<file path="config.mk">
export PLATFORM = sky130hd
export DESIGN_NAME = sci_tx_arbiter_flat
export DESIGN_NICKNAME = d
export VERILOG_FILES = /design/src/rtl/sci_arb_pkg.sv /design/src/rtl/sci_tx_arbiter_if.sv /design/src/rtl/sci_rr_pick.sv /design/src/rtl/sci_tx_arbiter.sv /design/src/flat_wrapper.sv
export SDC_FILE = /design/constraint.sdc
export NUM_CORES = 1
export LEC_CHECK = 0
export CAP_MARGIN = 20
export CORE_UTILIZATION = 41
export CTS_BUF_LIST = sky130_fd_sc_hd__clkbuf_16
export CTS_CLUSTER_SIZE = 12
export DETAILED_ROUTE_END_ITERATION = 8
export PLACE_DENSITY_LB_ADDON = 0.08
export SLEW_MARGIN = 10
export SYNTH_ARGS = -nofsm -noshare
export SYNTH_HDL_FRONTEND = slang
export SYNTH_SLANG_ARGS = --single-unit
</file>
<file path="constraint.sdc">
create_clock -name iCLOCK -period 2.6 [get_ports iCLOCK]
set_clock_uncertainty 0.2 [all_clocks]
set_input_delay 0.65 -clock iCLOCK [delete_from_list [all_inputs] [get_ports iCLOCK]]
set_output_delay 0.65 -clock iCLOCK [all_outputs]
set_load 0.02 [all_outputs]
</file>
<file path="src/rtl/sci_arb_pkg.sv">
// Shared types and constants for the SCI TX arbiter: FSM encoding,
// requester count, grant ID width and timeout counter width.
package sci_arb_pkg;

  localparam int unsigned NUM_REQ = 4;
  localparam int unsigned ID_W    = 2;
  localparam int unsigned CNT_W   = 16;

  typedef enum logic {
    IDLE   = 1'b0,
    LOCKED = 1'b1
  } arb_state_e;

  // Round-robin successor; wraps 3 -> 0 through the 2-bit truncation.
  function automatic logic [ID_W-1:0] nextId(input logic [ID_W-1:0] id);
    return id + 1'b1;
  endfunction

endpackage

</file>
<file path="src/rtl/sci_tx_arbiter_if.sv">
// Requester, grant-status and UART write-port bundle for sci_tx_arbiter,
// plus read-only debug taps of the arbiter FSM.
interface sci_tx_arbiter_if;
  import sci_arb_pkg::*;

  // Handshake: requester i holds iREQ_VALID[i], its DATA byte and LAST stable
  // until oREQ_ACK[i] is high in a cycle; the byte transfers on that clock edge.
  // oREQ_ACK is combinational from iREQ_VALID and iUART_TX_BUSY, and every ACK
  // coincides with exactly one oUART_TX_REQ write carrying the same byte.
  logic                 iENABLE;
  logic [NUM_REQ-1:0]   iREQ_VALID;
  logic [8*NUM_REQ-1:0] iREQ_DATA;
  logic [NUM_REQ-1:0]   iREQ_LAST;
  logic [NUM_REQ-1:0]   oREQ_ACK;
  logic                 oGRANT_VALID;
  logic [ID_W-1:0]      oGRANT_ID;
  logic                 oTIMEOUT;
  logic                 oUART_TX_REQ;
  logic [7:0]           oUART_TX_DATA;
  logic                 iUART_TX_BUSY;

  arb_state_e           dbgState;
  logic [ID_W-1:0]      dbgPtr;
  logic [CNT_W-1:0]     dbgCount;

  modport slave (
    input  iENABLE, iREQ_VALID, iREQ_DATA, iREQ_LAST, iUART_TX_BUSY,
    output oREQ_ACK, oGRANT_VALID, oGRANT_ID, oTIMEOUT, oUART_TX_REQ,
    output oUART_TX_DATA, dbgState, dbgPtr, dbgCount
  );

  modport master (
    output iENABLE, iREQ_VALID, iREQ_DATA, iREQ_LAST, iUART_TX_BUSY,
    input  oREQ_ACK, oGRANT_VALID, oGRANT_ID, oTIMEOUT, oUART_TX_REQ,
    input  oUART_TX_DATA, dbgState, dbgPtr, dbgCount
  );

endinterface

</file>
<file path="src/rtl/sci_rr_pick.sv">
// Combinational rotating-priority encoder: first set bit of reqVec searching
// ptr, ptr+1, ... modulo the requester count.
module sci_rr_pick
  import sci_arb_pkg::*;
(
  input  logic [NUM_REQ-1:0] reqVec,
  input  logic [ID_W-1:0]    ptr,
  output logic               found,
  output logic [ID_W-1:0]    idx
);

  logic [ID_W-1:0] cand;

  // Scan from the farthest offset down so the nearest hit to ptr wins last.
  always_comb begin
    found = 1'b0;
    idx   = ptr;
    cand  = ptr;
    for (int off = NUM_REQ - 1; off >= 0; off--) begin
      cand = ptr + off[ID_W-1:0];
      if (reqVec[cand]) begin
        found = 1'b1;
        idx   = cand;
      end
    end
  end

endmodule

</file>
<file path="src/rtl/sci_tx_arbiter.sv">
// Round-robin arbiter sharing the SCI TX FIFO write port among four byte
// streams; a grant covers a whole message and is reclaimed on idle timeout.
module sci_tx_arbiter
  import sci_arb_pkg::*;
#(
  parameter int unsigned P_N       = 4,
  parameter logic [15:0] P_TIMEOUT = 16'd4096
) (
  input  logic             iCLOCK,
  input  logic             iRESET,
  input  logic             iRESET_SYNC,
  sci_tx_arbiter_if.slave  bus
);

  arb_state_e       state;
  arb_state_e       stateNext;
  logic [ID_W-1:0]  ownerId;
  logic [ID_W-1:0]  ptr;
  logic [CNT_W-1:0] count;

  logic             pickFound;
  logic [ID_W-1:0]  pickIdx;
  logic             grantLoad;
  logic             releaseGrant;

  logic             locked;
  logic             ownerValid;
  logic             ownerLast;
  logic [7:0]       ownerData;
  logic             accept;
  logic             timeoutHit;
  logic [P_N-1:0]   ackVec;

  sci_rr_pick u_pick (
    .reqVec (bus.iREQ_VALID),
    .ptr    (ptr),
    .found  (pickFound),
    .idx    (pickIdx)
  );

  // A pending synchronous clear suppresses the ACK so the byte is re-presented.
  always_comb begin
    locked     = (state == LOCKED);
    ownerValid = bus.iREQ_VALID[ownerId];
    ownerLast  = bus.iREQ_LAST[ownerId];
    ownerData  = bus.iREQ_DATA[{ownerId, 3'b000} +: 8];
    accept     = locked && ownerValid && !bus.iUART_TX_BUSY && !iRESET_SYNC;
    timeoutHit = locked && !ownerValid && !iRESET_SYNC &&
                 (count == P_TIMEOUT - 16'd1);
    ackVec     = accept ? ({{(P_N-1){1'b0}}, 1'b1} << ownerId) : '0;
  end

  always_comb begin
    stateNext    = state;
    grantLoad    = 1'b0;
    releaseGrant = 1'b0;
    case (state)
      IDLE: begin
        if (bus.iENABLE && pickFound) begin
          stateNext = LOCKED;
          grantLoad = 1'b1;
        end
      end
      LOCKED: begin
        if ((accept && ownerLast) || timeoutHit) begin
          stateNext    = IDLE;
          releaseGrant = 1'b1;
        end
      end
      default: stateNext = IDLE;
    endcase
  end

  always_ff @(posedge iCLOCK or posedge iRESET) begin
    if (iRESET) begin
      state <= IDLE;
    end else if (iRESET_SYNC) begin
      state <= IDLE;
    end else begin
      state <= stateNext;
    end
  end

  // FIFO-full stalls keep the owner's VALID high, so they never age the grant.
  always_ff @(posedge iCLOCK or posedge iRESET) begin
    if (iRESET) begin
      ownerId <= '0;
      ptr     <= '0;
      count   <= '0;
    end else if (iRESET_SYNC) begin
      ownerId <= '0;
      ptr     <= '0;
      count   <= '0;
    end else begin
      if (grantLoad) begin
        ownerId <= pickIdx;
      end
      if (releaseGrant) begin
        ptr <= nextId(ownerId);
      end
      if (grantLoad || accept) begin
        count <= '0;
      end else if (locked && !ownerValid) begin
        count <= count + 16'd1;
      end
    end
  end

  assign bus.oREQ_ACK      = ackVec;
  assign bus.oUART_TX_REQ  = accept;
  assign bus.oUART_TX_DATA = accept ? ownerData : 8'h00;
  assign bus.oTIMEOUT      = timeoutHit;
  assign bus.oGRANT_VALID  = locked;
  assign bus.oGRANT_ID     = ownerId;

  assign bus.dbgState      = state;
  assign bus.dbgPtr        = ptr;
  assign bus.dbgCount      = count;

endmodule

</file>
<file path="src/flat_wrapper.sv">
// flat-port wrapper written by rule: the top's interface ports become plain ports
module sci_tx_arbiter_flat import sci_arb_pkg::*;
#(
  parameter int unsigned P_N       = 4,
  parameter logic [15:0] P_TIMEOUT = 16'd4096
)
  (iCLOCK, iRESET, iRESET_SYNC, bus_iENABLE, bus_iREQ_VALID, bus_iREQ_DATA, bus_iREQ_LAST, bus_iUART_TX_BUSY, bus_oREQ_ACK, bus_oGRANT_VALID, bus_oGRANT_ID, bus_oTIMEOUT, bus_oUART_TX_REQ, bus_oUART_TX_DATA, bus_dbgState, bus_dbgPtr, bus_dbgCount);
  sci_tx_arbiter_if bus_i ();
  input  logic iCLOCK;
  input  logic iRESET;
  input  logic iRESET_SYNC;
  input wire logic [$bits(bus_i.iENABLE)-1:0] bus_iENABLE;
  input wire logic [$bits(bus_i.iREQ_VALID)-1:0] bus_iREQ_VALID;
  input wire logic [$bits(bus_i.iREQ_DATA)-1:0] bus_iREQ_DATA;
  input wire logic [$bits(bus_i.iREQ_LAST)-1:0] bus_iREQ_LAST;
  input wire logic [$bits(bus_i.iUART_TX_BUSY)-1:0] bus_iUART_TX_BUSY;
  output wire logic [$bits(bus_i.oREQ_ACK)-1:0] bus_oREQ_ACK;
  output wire logic [$bits(bus_i.oGRANT_VALID)-1:0] bus_oGRANT_VALID;
  output wire logic [$bits(bus_i.oGRANT_ID)-1:0] bus_oGRANT_ID;
  output wire logic [$bits(bus_i.oTIMEOUT)-1:0] bus_oTIMEOUT;
  output wire logic [$bits(bus_i.oUART_TX_REQ)-1:0] bus_oUART_TX_REQ;
  output wire logic [$bits(bus_i.oUART_TX_DATA)-1:0] bus_oUART_TX_DATA;
  output wire logic [$bits(bus_i.dbgState)-1:0] bus_dbgState;
  output wire logic [$bits(bus_i.dbgPtr)-1:0] bus_dbgPtr;
  output wire logic [$bits(bus_i.dbgCount)-1:0] bus_dbgCount;
  assign bus_i.iENABLE = bus_iENABLE;
  assign bus_i.iREQ_VALID = bus_iREQ_VALID;
  assign bus_i.iREQ_DATA = bus_iREQ_DATA;
  assign bus_i.iREQ_LAST = bus_iREQ_LAST;
  assign bus_i.iUART_TX_BUSY = bus_iUART_TX_BUSY;
  assign bus_oREQ_ACK = bus_i.oREQ_ACK;
  assign bus_oGRANT_VALID = bus_i.oGRANT_VALID;
  assign bus_oGRANT_ID = bus_i.oGRANT_ID;
  assign bus_oTIMEOUT = bus_i.oTIMEOUT;
  assign bus_oUART_TX_REQ = bus_i.oUART_TX_REQ;
  assign bus_oUART_TX_DATA = bus_i.oUART_TX_DATA;
  assign bus_dbgState = bus_i.dbgState;
  assign bus_dbgPtr = bus_i.dbgPtr;
  assign bus_dbgCount = bus_i.dbgCount;
  sci_tx_arbiter #(.P_N(P_N), .P_TIMEOUT(P_TIMEOUT)) u_core (.iCLOCK(iCLOCK), .iRESET(iRESET), .iRESET_SYNC(iRESET_SYNC), .bus(bus_i));
endmodule
</file>
==> metrics.txt, run 1 <==
outcome=complete, but fails checks; violated checks=negative setup slack; number of enable flip-flop cells after synthesis=0; Skew-Pair Late Insertion Delay=0.26 ns; dpl hpwl=4170 um; leakage=0.00136 uW; Comb power frac=30.2%; Worst-path clk slew=0.06 ns; vias in the first global route=1839; Sequential Power Share=36.0%; Synth Instances=172; core area=0.00403 mm2; DRT Wirelength=6110 um; layout cell share with drive strength beyond 1=36.5%; FF+latch count, synth=21; post-synth top area share=30.5%; clock power share=33.8%; Ports=81; Post-Place Cells=333; Max Clk Rate=384 MHz; RD Place Congestion=0.913; antenna violations before repair=0; nets@finish=347; fin crit period=2.61 ns; M1 GR Usage=38.7%; Post-Place Cell Area=0.00288 mm2; CTS root buffer=clkbuf_16; Post-Synth XOR/XNOR Area=1.02%; Final period util=100%; internal power=714 uW; worst hold start=u_core.bus.dbgCount[14]$_DFFE_PP0P_; Top cell by count, worst path=buf_6; Mapped Avg Cell Area=10.0 um2; area grow syn2layout=79.0%; worst slew pin tran=0.399 ns; main combinational cell family by area after synthesis=simple AND/OR/NAND/NOR gates; count of different cell masters after synthesis=48; fill count=275; Bufs on Longest Clock Path=2; drt wl/cell=17.7 um; Slew Viols, Final=0; largest stage delay on the critical path=0.52 ns; Hold Fails Final Rpt=0; final setup vio count=3; Vias/cell=5.76; crit path kind=in -> out; Power Density=323 mW/mm2; syn nets=222; WHS Endpoint=u_core.bus.dbgCount[14]$_DFFE_PP0P_; share of synthesized cell area in and, or, nand and nor gates=22.9%; CTS Hold Bufs=0; WHS Path Cells=2; reg2reg end=u_core.bus.dbgCount[9]$_DFFE_PP0P_; adder-cell share of the synthesized area=3.63%; CTS sink count=21; reg2reg path depth=7; M2 GR Usage=43.2%; Iter 0 DRT Violations=164; die area=0.00447 mm2; Total Routing Usage GR=28.0%; flop-to-flop setup slack=0.27 ns; Crit Path Max Fanout=6; IO buf count=80; chip width=66.8 um; top_reg_cell synth=dfrtp_1; CP max-delay cell=mux4_2; sequential element share of the synthesized area=30.5%; launch point of the worst path=bus_iREQ_VALID[3]; max cap viols=0; Synth Area in Compound Gates=20.6%; DRC violation count after routing=0; RR Startpoint=u_core.bus.oGRANT_ID[0]$_DFFE_PP0P_; met3 GRT Util=4.79%; Starting Density=42.8%; Non-Filler Instances=346; Sequential Area=527 um2; final setup margin=-0.00587 ns; synth warn=0; cell accounting for the most synthesized area=dfrtp_1; crit path DAT=1.76 ns; Net Sw Power=282 uW; Routed Antenna Nets=0; area of the multi-input gates=0.00121 mm2; total CTS buffers=3; Critical Path RT=1.75 ns; H-Tree Depth=1; Net Sw Frac=28.3%; busiest metal layer after global routing=met2; first drt pass iteration count=4; antenna cells=0; mux cell area share after synthesis=16.3%; crit start category=primary input; Die Span Y=66.8 um; Slew headroom=73.2%; synthesized area=0.00172 mm2; Hold/Removal Path Class=reg -> reg; row cnt=23; CTS tree=built; crit path cell chain=buf_2, mux4_2, buf_6, and3_4, buf_6; Synth area leaders=dfrtp_1 (30%), mux4_2 (10%), and3_1 (5.4%); Async SR Flop Fraction=100%; final instance area=0.00309 mm2; Worst Setup End Kind=output pin; vias after detailed routing=1993; first-pass GRT wire length=9210 um; overflow left after global routing=0; unrepaired setup endpoints after global routing=yes; largest net degree at the start of global routing=30; Max rail drop VDD=310 uV
-- critical path, delay by kind of cell --
| kind | cells | cell delay, ns |
|---|---|---|
| mux | 1 | 0.52 |
| simple gates | 1 | 0.17 |
| buf+inv | 3 | 0.41 |
-- worst max path at each step --
| stage | cells past startpoint | slack [ns] | endpoint |
|---|---|---|---|
| floorplan | 6 | -0.08 | bus_oTIMEOUT |
| global placement | 5 | -0.69 | bus_oTIMEOUT |
| detailed placement | 4 | -0.72 | bus_oREQ_ACK[1] |
| CTS | 5 | 0.004 | bus_oTIMEOUT |
| global route | 4 | -0.03 | bus_oUART_TX_DATA[0] |
| finish | 5 | -0.006 | bus_oUART_TX_DATA[4] |
-- placed cells by master (no fill, tap or decap), types with 3 or more instances in the layout --
| cell type | Yosys | routed |
|---|---|---|
| clkdlybuf4s50_1 | 0 | 28 |
| nand3_1 | 4 | 4 |
| o21ai_0 | 9 | 9 |
| nand4_1 | 5 | 5 |
| a41oi_1 | 4 | 4 |
| a31oi_1 | 12 | 12 |
| a21oi_1 | 10 | 10 |
| ha_1 | 5 | 5 |
| nand2_1 | 11 | 11 |
| a22o_1 | 3 | 3 |
| buf_2 | 4 | 4 |
| buf_4 | 2 | 40 |
| nor2b_1 | 3 | 3 |
| buf_6 | 2 | 21 |
| dlygate4sd2_1 | 0 | 33 |
| inv_1 | 5 | 5 |
| and3_4 | 0 | 13 |
| clkbuf_16 | 0 | 3 |
| mux4_2 | 8 | 10 |
| dfrtp_1 | 21 | 20 |
| nand2b_1 | 4 | 4 |
| buf_12 | 0 | 3 |
| nor2_1 | 7 | 7 |
-- repair_timing --
action,CTS,global route
setup buffers,6,1
cloned,2,0
resized for setup,148,14
pin swaps,11,9
endpoints found under the setup margin,14,14
-- through the flow --
step	worst slack [ns]	TNS [ns]	util (%)	hold slack, ns	power, uW
final	-0.00587	-0.0120	76.6	0.378	996
after CTS	0.00354	0	75.4	0.378	989
after global routing	-0.0290	-0.147	76.6	0.400	1030
after global placement	-0.695	-10.34	71.4	0.338	635
after floorplan	-0.0809	-0.0809	-	0.419	484
after detailed placement	-0.723	-11.20	71.4	0.369	645
-- flip-flops by register name, indices dropped and copies added (netlist names) --
name / flops
u_core.bus.dbgCount: 16
u_core.bus.dbgPtr: 2
u_core.bus.oGRANT_ID: 2
u_core.bus.dbgState: 1
-- cell type report --
| cell class | instances | area share (%) |
|---|---|---|
| tap | 50 | 2.03 |
| timing repair buffer | 130 | 38.6 |
| inverter | 5 | 0.608 |
| clock inverter | 1 | 0.162 |
| clock buffer | 3 | 2.43 |
| multi-input combinational | 136 | 39.1 |
| sequential | 21 | 17.1 |
-- kinds of logic (layout without fill, tap and decap cells) --
group,Yosys count,after routing
and+or+nand+nor,65,65
AOI/OAI and AO/OA,49,49
DFF,21,21
buffers and inverters,16,139
muxes,14,15
adders and majority gates,5,5
xor gates and xnor gates,2,2
-- power by group through the flow --
stage | clock, uW | sequential [uW] | combinational, uW
after floorplan | 0 | 377 | 106
after global placement | 0 | 362 | 274
after detailed placement | 0 | 363 | 282
after CTS | 338 | 358 | 293
after global routing | 350 | 361 | 321
final | 336 | 358 | 301
-- cell usage after synthesis (2+ instances only) --
cell	instances
nor2_1	7
a21o_1	2
nand3_1	4
and3_1	15
nand4_1	5
buf_2	4
and4_1	2
buf_6	2
mux2_2	2
nand2_1	11
mux4_1	2
o21ai_0	9
nand2b_1	4
clkbuf_1	3
dfrtp_1	21
a22o_1	3
ha_1	5
nor3b_1	2
mux4_2	8
nor2b_1	3
a211o_1	2
buf_4	2
a31oi_1	12
a21oi_1	10
inv_1	5
a41oi_1	4
xnor2_1	2
-- routing by layer --
metal / share of wire [%] / wire length [um]
met5: 0 / 0
met4: 2.4 / 147
met3: 6.4 / 388
met2: 49 / 2970
met1: 43 / 2610
No activity file was read; power rests on OpenSTA's default activity.
==> inputs of run 2 (changes only) <==
CORE_UTILIZATION = 37   (was 41)
clock period = 2.2 ns   (was 2.6 ns; I/O delays follow)
==> metrics.txt, run 2 (same netlist as run 1, synthesis figures left out) <==
DRC violation count after routing=0 (unchanged); Die Span Y=70.3 um (was 66.8 um); Power Density=366 mW/mm2 (was 323 mW/mm2); post-layout util=75.0% (was 76.6%); Total Routing Usage GR=23.4% (was 28.0%); crit path kind=reg -> out (was in -> out); Skew-Pair Late Insertion Delay=0.26 ns (about the same); Iter 0 DRT Violations=130 (was 164); vias in the first global route=1933 (was 1839); CTS root buffer=clkbuf_16 (unchanged); crit start category=flip-flop (was primary input); Crit Path Max Fanout=6 (unchanged); DRT Wirelength=5830 um (was 6110 um); worst slew pin tran=0.418 ns (was 0.399 ns); Critical Path RT=1.45 ns (was 1.75 ns); Final period util=115%; Slew headroom=71.9% (was 73.2%); RD Place Congestion=0.868 (was 0.913); overflow left after global routing=0 (unchanged); Bufs on Longest Clock Path=2 (unchanged); total CTS buffers=3 (unchanged); CTS sink count=21 (unchanged); nets@finish=348 (was 347); core area=0.00441 mm2 (was 0.00403 mm2); Max rail drop VDD=233 uV (was 310 uV); Starting Density=39.1% (was 42.8%); crit path DAT=1.79 ns (was 1.76 ns); first-pass GRT wire length=9090 um (was 9210 um); max cap viols=0 (unchanged); most frequent cells in the layout=clkdlybuf4s50_1 (56), buf_4 (38), buf_6 (25) (was buf_4 (40), dlygate4sd2_1 (33), clkdlybuf4s50_1 (28)); leakage=0.00138 uW (was 0.00136 uW); CTS Hold Bufs=0 (unchanged); vias after detailed routing=1991 (was 1993); IO buf count=80 (unchanged); chip width=70.3 um (was 66.8 um); dpl hpwl=3890 um (was 4170 um); final setup vio count=17 (was 3); Hold Fails Final Rpt=0 (unchanged); area grow syn2layout=91.9% (was 79.0%); Routed Antenna Nets=0 (unchanged); unrepaired setup endpoints after global routing=yes (unchanged); layout cell share with drive strength beyond 1=40.1% (was 36.5%); Max Clk Rate=394 MHz; total power draw=1210 uW (was 996 uW); Vias/cell=5.70 (was 5.76); fin crit period=2.54 ns; fill count=310 (was 275); Largest register FFs=16 (unchanged); H-Tree Depth=1 (unchanged); outcome=complete, but fails checks (unchanged); antenna cells=0 (unchanged); largest net degree at the start of global routing=30 (unchanged); row cnt=24 (was 23); antenna violations before repair=0 (unchanged); Place WS=-0.964 ns (was -0.723 ns); first drt pass iteration count=5 (was 4); final setup margin=-0.339 ns (was -0.00587 ns); Worst-path clk slew=0.06 ns (about the same); Post-Place Cells=332 (was 333); most common cell after layout, fill and taps aside=clkdlybuf4s50_1 (was buf_4); drt wl/cell=16.7 um (was 17.7 um); Worst Setup End Kind=output pin (unchanged); Hold/Removal Path Class=reg -> reg (unchanged); violated checks=negative setup slack (unchanged); Non-Filler Instances=349 (was 346); Slew Viols, Final=0 (unchanged); CTS tree=built (unchanged); Ports=81 (unchanged); die area=0.00494 mm2 (was 0.00447 mm2)
-- run 2: cell count changes in the layout (fill, tap and decap cells not counted), moves of 2 or more --
cell and change:
clkdlybuf4s50_1 +28, buf_2 -4, a21oi_1 -2, a31oi_1 -8, clkdlybuf4s15_2 +3, buf_6 +4, buf_4 -2, dlymetal6s2s_1 +2
dlygate4sd2_1 -29, a31oi_4 +7, a21oi_2 +2
-- run 2: metrics by stage --
stage | hold WS [ns] | area (um2) | TNS, ns
2_1_floorplan | 0.326 | 1810 | -0.328
3_3_place_gp | 0.369 | 2900 | -20.76
3_5_place_dp | 0.373 | 2900 | -22.03
4_1_cts | 0.386 | 3110 | -4.57
5_1_grt | 0.417 | 3310 | -5.14
6_report | 0.379 | 3310 | -4.40
-- run 2: path summary, 6_finish.rpt --
| kind | start | endpoint | slack, ns | cells after the start |
|---|---|---|---|---|
| min in group asynchronous | iRESET | u_core.bus.dbgCount[15]$_DFFE_PP0P_ | 0.42 | 3 |
| max in group asynchronous | iRESET | u_core.bus.oGRANT_ID[0]$_DFFE_PP0P_ | 1.15 | 3 |
| max reg2reg | u_core.bus.oGRANT_ID[0]$_DFFE_PP0P_ | u_core.bus.dbgPtr[1]$_DFFE_PP0P_ | -0.11 | 6 |
| min | u_core.bus.dbgCount[0]$_DFFE_PP0P_ | u_core.bus.dbgCount[0]$_DFFE_PP0P_ | 0.38 | 2 |
| min reg2reg | u_core.bus.dbgCount[0]$_DFFE_PP0P_ | u_core.bus.dbgCount[0]$_DFFE_PP0P_ | 0.38 | 2 |
| max | u_core.bus.oGRANT_ID[0]$_DFFE_PP0P_ | bus_oREQ_ACK[0] | -0.34 | 4 |
-- run 2: metal layers --
metal  GRT usage, %  wire [um]
met1           29.6       2410
met2           40.2       2970
met3           3.46        312
met4           8.89        135
met5              0          0
-- run 2: where the power goes --
part / leakage, uW / total [uW] / switching, uW / internal, uW
logic: 0.00105 / 418 / 179 / 239
registers: 0.000289 / 414 / 12.7 / 401
clock network: 0.0000423 / 381 / 138 / 242
-- run 2: worst max-delay path, cell delays in order, from the launching register on --
cell and delay [ns]:
dfrtp_2 0.47, mux4_2 0.62, buf_6 0.16, and3_4 0.16
buf_6 0.12
-- run 2: layout make-up --
class,instances,area (um2),area share (%)
clock buffer,3,75.1,2.27
clock inverter,1,3.75,0.113
inverter,5,18.8,0.567
multi-input combinational,136,1330,40.3
sequential,21,527,15.9
tap,52,65.1,1.97
timing repair buffer,131,1290,38.9
-- run 2: what timing repair did --
item                       4_1_cts  5_1_grt
setup endpoints to repair       35       29
cloned                           2        1
resized for setup              111       27
setup buffers                    9        2
pin swaps                        5        8
hold endpoints to repair         0        0
